<file path="src/rtl/mux_pipe_pkg.sv">
// Shared types and helpers for the N-to-1 pipelined channel selector.
// Entries are carried at maximum width; instances use the low DATA_W/SEL_W bits.
package mux_pipe_pkg;

    localparam int MUX_MAX_CH = 16;
    localparam int MUX_MAX_DW = 32;
    localparam int MUX_MAX_SW = 8;
    localparam int MUX_IDX_W  = 4;

    typedef struct packed {
        logic [MUX_MAX_DW-1:0] data;
        logic [MUX_MAX_SW-1:0] sel;
        logic                  err;
    } pipe_entry_t;

    // Channels sit at a fixed MUX_MAX_DW stride in the padded flat vector.
    function automatic logic [MUX_MAX_DW-1:0] chan_slice(
        input logic [MUX_MAX_CH*MUX_MAX_DW-1:0] flat,
        input logic [MUX_IDX_W-1:0]             idx
    );
        return MUX_MAX_DW'(flat >> (int'(idx) * MUX_MAX_DW));
    endfunction

endpackage

</file>
<file path="src/rtl/mux_pipe_stage.sv">
// One pipe entry register with valid flag: load captures d, clr drops valid, else hold.
// Synchronous active-low reset clears both entry and valid.
module mux_pipe_stage
    import mux_pipe_pkg::*;
(
    input  logic        clk,
    input  logic        reset,
    input  logic        load,
    input  logic        clr,
    input  pipe_entry_t d,
    output pipe_entry_t q,
    output logic        q_valid
);

    pipe_entry_t q_reg;
    logic        valid_reg;

    always_ff @(posedge clk) begin
        if (!reset) begin
            q_reg     <= '0;
            valid_reg <= 1'b0;
        end else if (load) begin
            q_reg     <= d;
            valid_reg <= 1'b1;
        end else if (clr) begin
            valid_reg <= 1'b0;
        end
    end

    assign q       = q_reg;
    assign q_valid = valid_reg;

endmodule

</file>
<file path="src/rtl/mux_nto1_pipe.sv">
// N-to-1 channel selector with registered output and valid/ready handshake.
// Define MUX_PIPE_SKID_EN to add a 1-entry skid so in_ready has no out_ready path.
module mux_nto1_pipe
    import mux_pipe_pkg::*;
#(
    parameter int DATA_W = 5,
    parameter int N_CH   = 2,
    parameter int SEL_W  = 4
) (
    input  logic                     clk,
    input  logic                     reset,
    input  logic [N_CH*DATA_W-1:0]   in_data,
    input  logic [SEL_W-1:0]         in_sel,
    input  logic                     in_valid,
    output logic                     in_ready,
    output logic [DATA_W-1:0]        out_data,
    output logic [SEL_W-1:0]         out_sel,
    output logic                     out_valid,
    input  logic                     out_ready,
    output logic                     sel_err
);

    logic [MUX_MAX_CH*MUX_MAX_DW-1:0] ch_flat;
    logic [MUX_IDX_W-1:0]             ch_idx;
    logic                             sel_bad;
    pipe_entry_t                      new_entry;
    pipe_entry_t                      out_d;
    pipe_entry_t                      out_q;
    logic                             out_load;
    logic                             out_clr;
    logic                             accept;
    logic                             transfer;

    // Re-pack channels at a fixed stride; absent channels read as zero.
    for (genvar gi = 0; gi < MUX_MAX_CH; gi++) begin : g_ch
        if (gi < N_CH) begin : g_live
            assign ch_flat[gi*MUX_MAX_DW +: MUX_MAX_DW] = MUX_MAX_DW'(in_data[gi*DATA_W +: DATA_W]);
        end else begin : g_pad
            assign ch_flat[gi*MUX_MAX_DW +: MUX_MAX_DW] = '0;
        end
    end

    // Out-of-range selects fall back to channel 0 and are flagged.
    always_comb begin
        sel_bad        = (32'(in_sel) >= N_CH);
        ch_idx         = sel_bad ? '0 : MUX_IDX_W'(in_sel);
        new_entry      = '0;
        new_entry.data = chan_slice(ch_flat, ch_idx);
        new_entry.sel  = MUX_MAX_SW'(in_sel);
        new_entry.err  = sel_bad;
    end

    assign accept   = in_valid && in_ready;
    assign transfer = out_valid && out_ready;

`ifdef MUX_PIPE_SKID_EN
    pipe_entry_t skid_q;
    logic        skid_valid;
    logic        skid_load;
    logic        skid_clr;

    // Skid only ever holds the request accepted behind a stalled output.
    assign in_ready  = !skid_valid;
    assign skid_load = accept && out_valid && !out_ready;
    assign skid_clr  = transfer && skid_valid;
    assign out_load  = (accept && (!out_valid || out_ready)) || (transfer && skid_valid);
    assign out_clr   = transfer && !out_load;
    assign out_d     = skid_valid ? skid_q : new_entry;

    mux_pipe_stage u_skid (
        .clk     (clk),
        .reset   (reset),
        .load    (skid_load),
        .clr     (skid_clr),
        .d       (new_entry),
        .q       (skid_q),
        .q_valid (skid_valid)
    );
`else
    assign in_ready = !out_valid || out_ready;
    assign out_load = accept;
    assign out_clr  = transfer && !accept;
    assign out_d    = new_entry;
`endif

    mux_pipe_stage u_out (
        .clk     (clk),
        .reset   (reset),
        .load    (out_load),
        .clr     (out_clr),
        .d       (out_d),
        .q       (out_q),
        .q_valid (out_valid)
    );

    assign out_data = out_q.data[DATA_W-1:0];
    assign out_sel  = out_q.sel[SEL_W-1:0];
    assign sel_err  = out_q.err;

    // Upper entry bits are constant zero padding.
    logic unused_out_bits;
    assign unused_out_bits = ^{out_q.data, out_q.sel};

endmodule

</file>
<file path="config.mk">
export PLATFORM = sky130hd
export DESIGN_NAME = mux_nto1_pipe
export DESIGN_NICKNAME = d
export VERILOG_FILES = /design/src/rtl/mux_pipe_pkg.sv /design/src/rtl/mux_pipe_stage.sv /design/src/rtl/mux_nto1_pipe.sv
export SDC_FILE = /design/constraint.sdc
export NUM_CORES = 1
export LEC_CHECK = 0
export ABC_CLOCK_PERIOD_IN_PS = 2800
export CAP_MARGIN = 20
export CORE_MARGIN = 2
export CORE_UTILIZATION = 25
export CTS_BUF_LIST = sky130_fd_sc_hd__clkbuf_4
export DETAILED_ROUTE_END_ITERATION = 12
export HOLD_SLACK_MARGIN = 0.05
export RECOVER_POWER = 25
export SLEW_MARGIN = 0
export SYNTH_ARGS = -nofsm -noshare
export SYNTH_HDL_FRONTEND = slang
export SYNTH_SLANG_ARGS = --single-unit
</file>
<file path="constraint.sdc">
create_clock -name clk -period 2.8 [get_ports clk]
set_input_delay 0.28 -clock clk [delete_from_list [all_inputs] [get_ports clk]]
set_output_delay 0.28 -clock clk [all_outputs]
set_load 0.02 [all_outputs]
</file>
; ---- Yosys cells after proc, flatten, opt, wreduce, memory -nomap -nowiden
; Index checks and enable logic that the tools add are counted.
; Widths: inputs -> output; s select.
[word_totals]
reg_bits = 11
latchBits = 0
ram_bits = 0
rom_bits = 0
in_bits = 18
elab_cells = 16
mem_count = 0
[op_classes]
n_addsub = 0
mul = 0
n_div = 0
magnitude_cmp = 1
n_eq_ne = 0
shifts = 1
mux = 3
n_bitwise = 0
reduce_logical = 7
[ops]
columns = cell, count
row1 = $shr 37x9->5, 1
row2 = $ge 4x2->1 const B, 1
row3 = $mux 4, 1
row4 = $logic_and 1x1->1, 3
row5 = $logic_not 1->1, 2
row6 = $mux 1, 2
row7 = $reduce_bool 2->1, 1
row8 = $logic_or 1x1->1, 1

; ---- Logic depth before layout (Yosys ltp)
[logic_depth]
ltp_word = 7
mapped_depth = 5
mapped_depth_nobuf = 4

; ---- Hierarchy
; A second synthesis with hierarchy kept.
[hier_totals]
hier_cells = 147
area_unflattened_um2 = 1739.2
[by_module_without_submodules]
columns = mod, n_inst, cells_each, area_per_inst_um2
row1 = mux_pipe_stage, 1, 135, 1627.8
row2 = mux_nto1_pipe, 1, 12, 111.4

; ---- Least setup slack after synthesis
; Ideal clock, no wire load.
[synth_timing]
path_kind = reg-to-reg
from = register u_out.valid_reg, in the netlist u_out.q_valid
to = register u_out.q_reg (netlist bit u_out.q[0])
setup_time_ns = 0.137
t_arrival_ns = 1.190
required_ns = 2.663
setup_slack_ns = 1.474
path_stages_with_launch = 6
synth_period_minus_slack_ns = 1.326
cell_sequence = dfxtp_1 -> nor2b_1 -> inv_1 -> buf_2 -> a21oi_1 -> a211oi_1
[synth_via]
elab_chain_len = 3
[synth_rtl]
columns = item, line_no
row1 = "start, declared", mux_pipe_stage.sv:16  ; logic valid_reg;
row2 = "start signal, assigned", mux_pipe_stage.sv:21  ; valid_reg <= 1'b0;
row3 = "start signal, assigned", mux_pipe_stage.sv:24  ; valid_reg <= 1'b1;
row4 = "start signal, assigned", mux_pipe_stage.sv:26  ; valid_reg <= 1'b0;
row5 = $logic_not 1->1, mux_nto1_pipe.sv:80  ; assign in_ready = !out_valid || out_ready;
row6 = $logic_or 1x1->1, mux_nto1_pipe.sv:80
row7 = named net in_ready, mux_nto1_pipe.sv:15  ; output logic in_ready,
row8 = $logic_and 1x1->1, mux_nto1_pipe.sv:53  ; assign accept = in_valid && in_ready;
row9 = "end signal, assigned", mux_pipe_stage.sv:20  ; q_reg <= '0;
row10 = "end signal, assigned", mux_pipe_stage.sv:23  ; q_reg <= d;
row11 = "end, declared", mux_pipe_stage.sv:15  ; pipe_entry_t q_reg;
; The timed path passes the listed nets, and every way through them passes these cells.
; A chain may end at the register's enable or synchronous reset.

; ---- Worst setup path in the final report
[layout_timing]
from = input port out_ready
to = output port in_ready
[layout_via]
elab_chain_len = 1
[layout_rtl]
columns = item, line_no
row1 = "start, declared", mux_nto1_pipe.sv:19  ; input logic out_ready,
row2 = $logic_or 1x1->1, mux_nto1_pipe.sv:80
row3 = "end, declared", mux_nto1_pipe.sv:15
; Every way passes these cells.

==> flow_summary.json <==
{
  "top_usage_layer": "met2",
  "synth_nets": 69,
  "hold_viol_final": 0,
  "cts_tree": "done",
  "status": "completed",
  "place_congestion": 0.782,
  "htreeDepth": 1,
  "postCtsSetupBuffers": 0,
  "area_growth_pct": 71.7,
  "yosysTopAreaCellShare": 0.466,
  "startpoint": "out_ready",
  "setup_viol": 0,
  "p_clk_frac": 0.303,
  "clk_latency_ns": 0.26,
  "final.setup.tns_ns": 0,
  "reg2reg_from": "u_out.q_valid",
  "leakage_nw": 0.288,
  "syn_inst": 51,
  "criticalPathCategory": "in2out",
  "drive_gt1_frac": 0.0617,
  "power_switching_uw": 98.7,
  "ioPinCount": 30,
  "cts-root-buf": "clkbuf_4",
  "met2_usage": 0.195,
  "p_int_uw": 284,
  "worstHoldStart": "u_out.q[2]",
  "dpl.hpwl_um": 935,
  "cts_buffers": 3,
  "viasPerCell": 4.63,
  "yosys.area.top_type": "dfxtp_1",
  "synth_edf_count": 0,
  "timing.hold.ws_ns": 0.483,
  "cp.arrival_ns": 1.94,
  "numClockSinks": 11,
  "dieHeight_um": 47.5,
  "cap_violations": 0,
  "drv_slew": 0,
  "diodes": 0,
  "slew_headroom": 0.681,
  "io_buffers": 29,
  "wl_per_cell_um": 11.3,
  "start_util": 0.271,
  "cp_top_family": "buffers and inverters",
  "synth_flop_cell": "dfxtp_1",
  "max-clock-path-buffers": 2,
  "start_kind": "primary input",
  "cpPeakStageDelay_ns": 0.60,
  "antenna_found_initial": 0,
  "grt_pass1_wl_um": 1770,
  "grt_max_degree": 13,
  "power_uw": 382,
  "rsz0062_at_grt": "no",
  "cp_cell_sequence": "dlygate4sd3_1 > nor2b_1 > inv_1 > clkdlybuf4s50_1",
  "use_met3": 0.0226,
  "synth_area_leaders": "dfxtp_1 47%, a21oi_1 12%, mux2i_1 11%, a211oi_1 9.5%, nor4b_4 5.0%",
  "drt_wl_total_um": 1200,
  "ys.warnings.count": 0,
  "finalCriticalPeriod_ns": 2.22,
  "grt_pass1_vias": 442,
  "firstDrtPassIters": 4,
  "cts-resized-gates": 0,
  "ir_worst_vdd_mv": 0.177,
  "synthArstFlopShare": 0,
  "num_vias": 491,
  "ant_nets": 0,
  "drtIter0Drc": 10,
  "swShare": 0.258,
  "ys_ff_latch": 11,
  "cts_hold_buf": 0,
  "synth-seq-area-share": 0.466,
  "nets": 100,
  "fmax_mhz": 451,
  "track_usage": 0.114,
  "synth_area_um2": 473,
  "core_area_um2": 1750,
  "rows": 15,
  "synth_area_per_cell_um2": 9.27,
  "die_w_um": 47.5,
  "clk_pin_slew_worst_paths_ns": 0.06,
  "crit_slowest_cell": "clkdlybuf4s50_1",
  "period_share": 0.793,
  "synth_top_cells_by_count": "11 x a21oi_1, 11 x dfxtp_1, 6 x a211oi_1, 5 x mux2i_1",
  "comb_power_share": 0.245,
  "skew_ns": 0.00683,
  "pwr-share-seq": 0.452,
  "overflow": 0,
  "netlist-cell-type-count": 13,
  "end_kind": "output pin",
  "power_density_nw_per_um2": 471,
  "worst_pin_slew_ns": 0.476,
  "crit_fanout": 12,
  "largest_reg_flops": 10,
  "drc": 0,
  "use_met1": 0.131,
  "fp.dieArea_um2": 2260,
  "worstPathRequired_ns": 2.52,
  "path_buf_inv": 3,
  "hold_class": "reg2reg"
}
placed cells by master, fill, tap and decap left out:
master	n
a21oi_1	11
dlygate4sd3_1	1
inv_1	3
nor2_1	1
nor2b_1	1
nor4b_4	1
o21ai_0	4
nor3_1	1
dfxtp_1	11
clkdlybuf4s50_1	28
nand3_1	4
a211oi_1	6
clkbuf_4	4
mux2i_1	5
worst paths after layout:
kind | end | slack (ns) | cells after the start
worst max-delay path | in_ready | 0.58 | 4
worst min-delay path | u_out.q[2] | 0.48 | 2
worst max register to register | u_out.q[10] | 1.52 | 4
worst min register to register | u_out.q[2] | 0.48 | 2
kinds of logic (layout without fill, tap and decap cells):
logic type | count (synthesis) | count (layout) | synth area share
muxes | 5 | 5 | 0.106
AOI/OAI and AO/OA | 21 | 21 | 0.254
buffers and inverters | 6 | 36 | 0.0503
and+or+nand+nor | 8 | 8 | 0.124
DFF | 11 | 11 | 0.466
layer usage:
metal / part of all wire / vias to the layer above / wire [um]
li1: - / 246 / -
met1: 0.43 / 213 / 518
met2: 0.46 / 30 / 555
met3: 0.098 / 2 / 118
met4: 0.0067 / 0 / 8
met5: 0 / - / 0
worst min-delay path: stages, from the launching register on:
cell and delay [ns]:
dfxtp_1 0.30, o21ai_0 0.07, a21oi_1 0.06
through the flow:
step / utilization / instances / area [um^2] / setup slack (ns)
after global routing: 0.465 / 106 / 812 / 0.471
final: 0.465 / 106 / 812 / 0.581
after floorplan: - / 51 / 473 / 1.47
after global placement: 0.448 / 102 / 782 / 0.764
after CTS: 0.465 / 106 / 812 / 0.709
after detailed placement: 0.448 / 102 / 782 / 0.717
power by group through the flow:
stage               registers [mW]  logic (mW)  clock network [mW]
CTS                          0.174      0.0949               0.119
detailed placement           0.177      0.0945                   0
global route                 0.175       0.101               0.128
global placement             0.177      0.0940                   0
floorplan                    0.190      0.0274                   0
finish                       0.173      0.0936               0.116
layout make-up:
class	instances	area, um^2
clock buffer	4	30.0
fill	176	933
inverter	3	11.3
timing repair buffer	29	290
tap	25	31.3
sequential	11	220
multi-input combinational	34	229
Note: power is estimated with default switching activity, not from simulation.
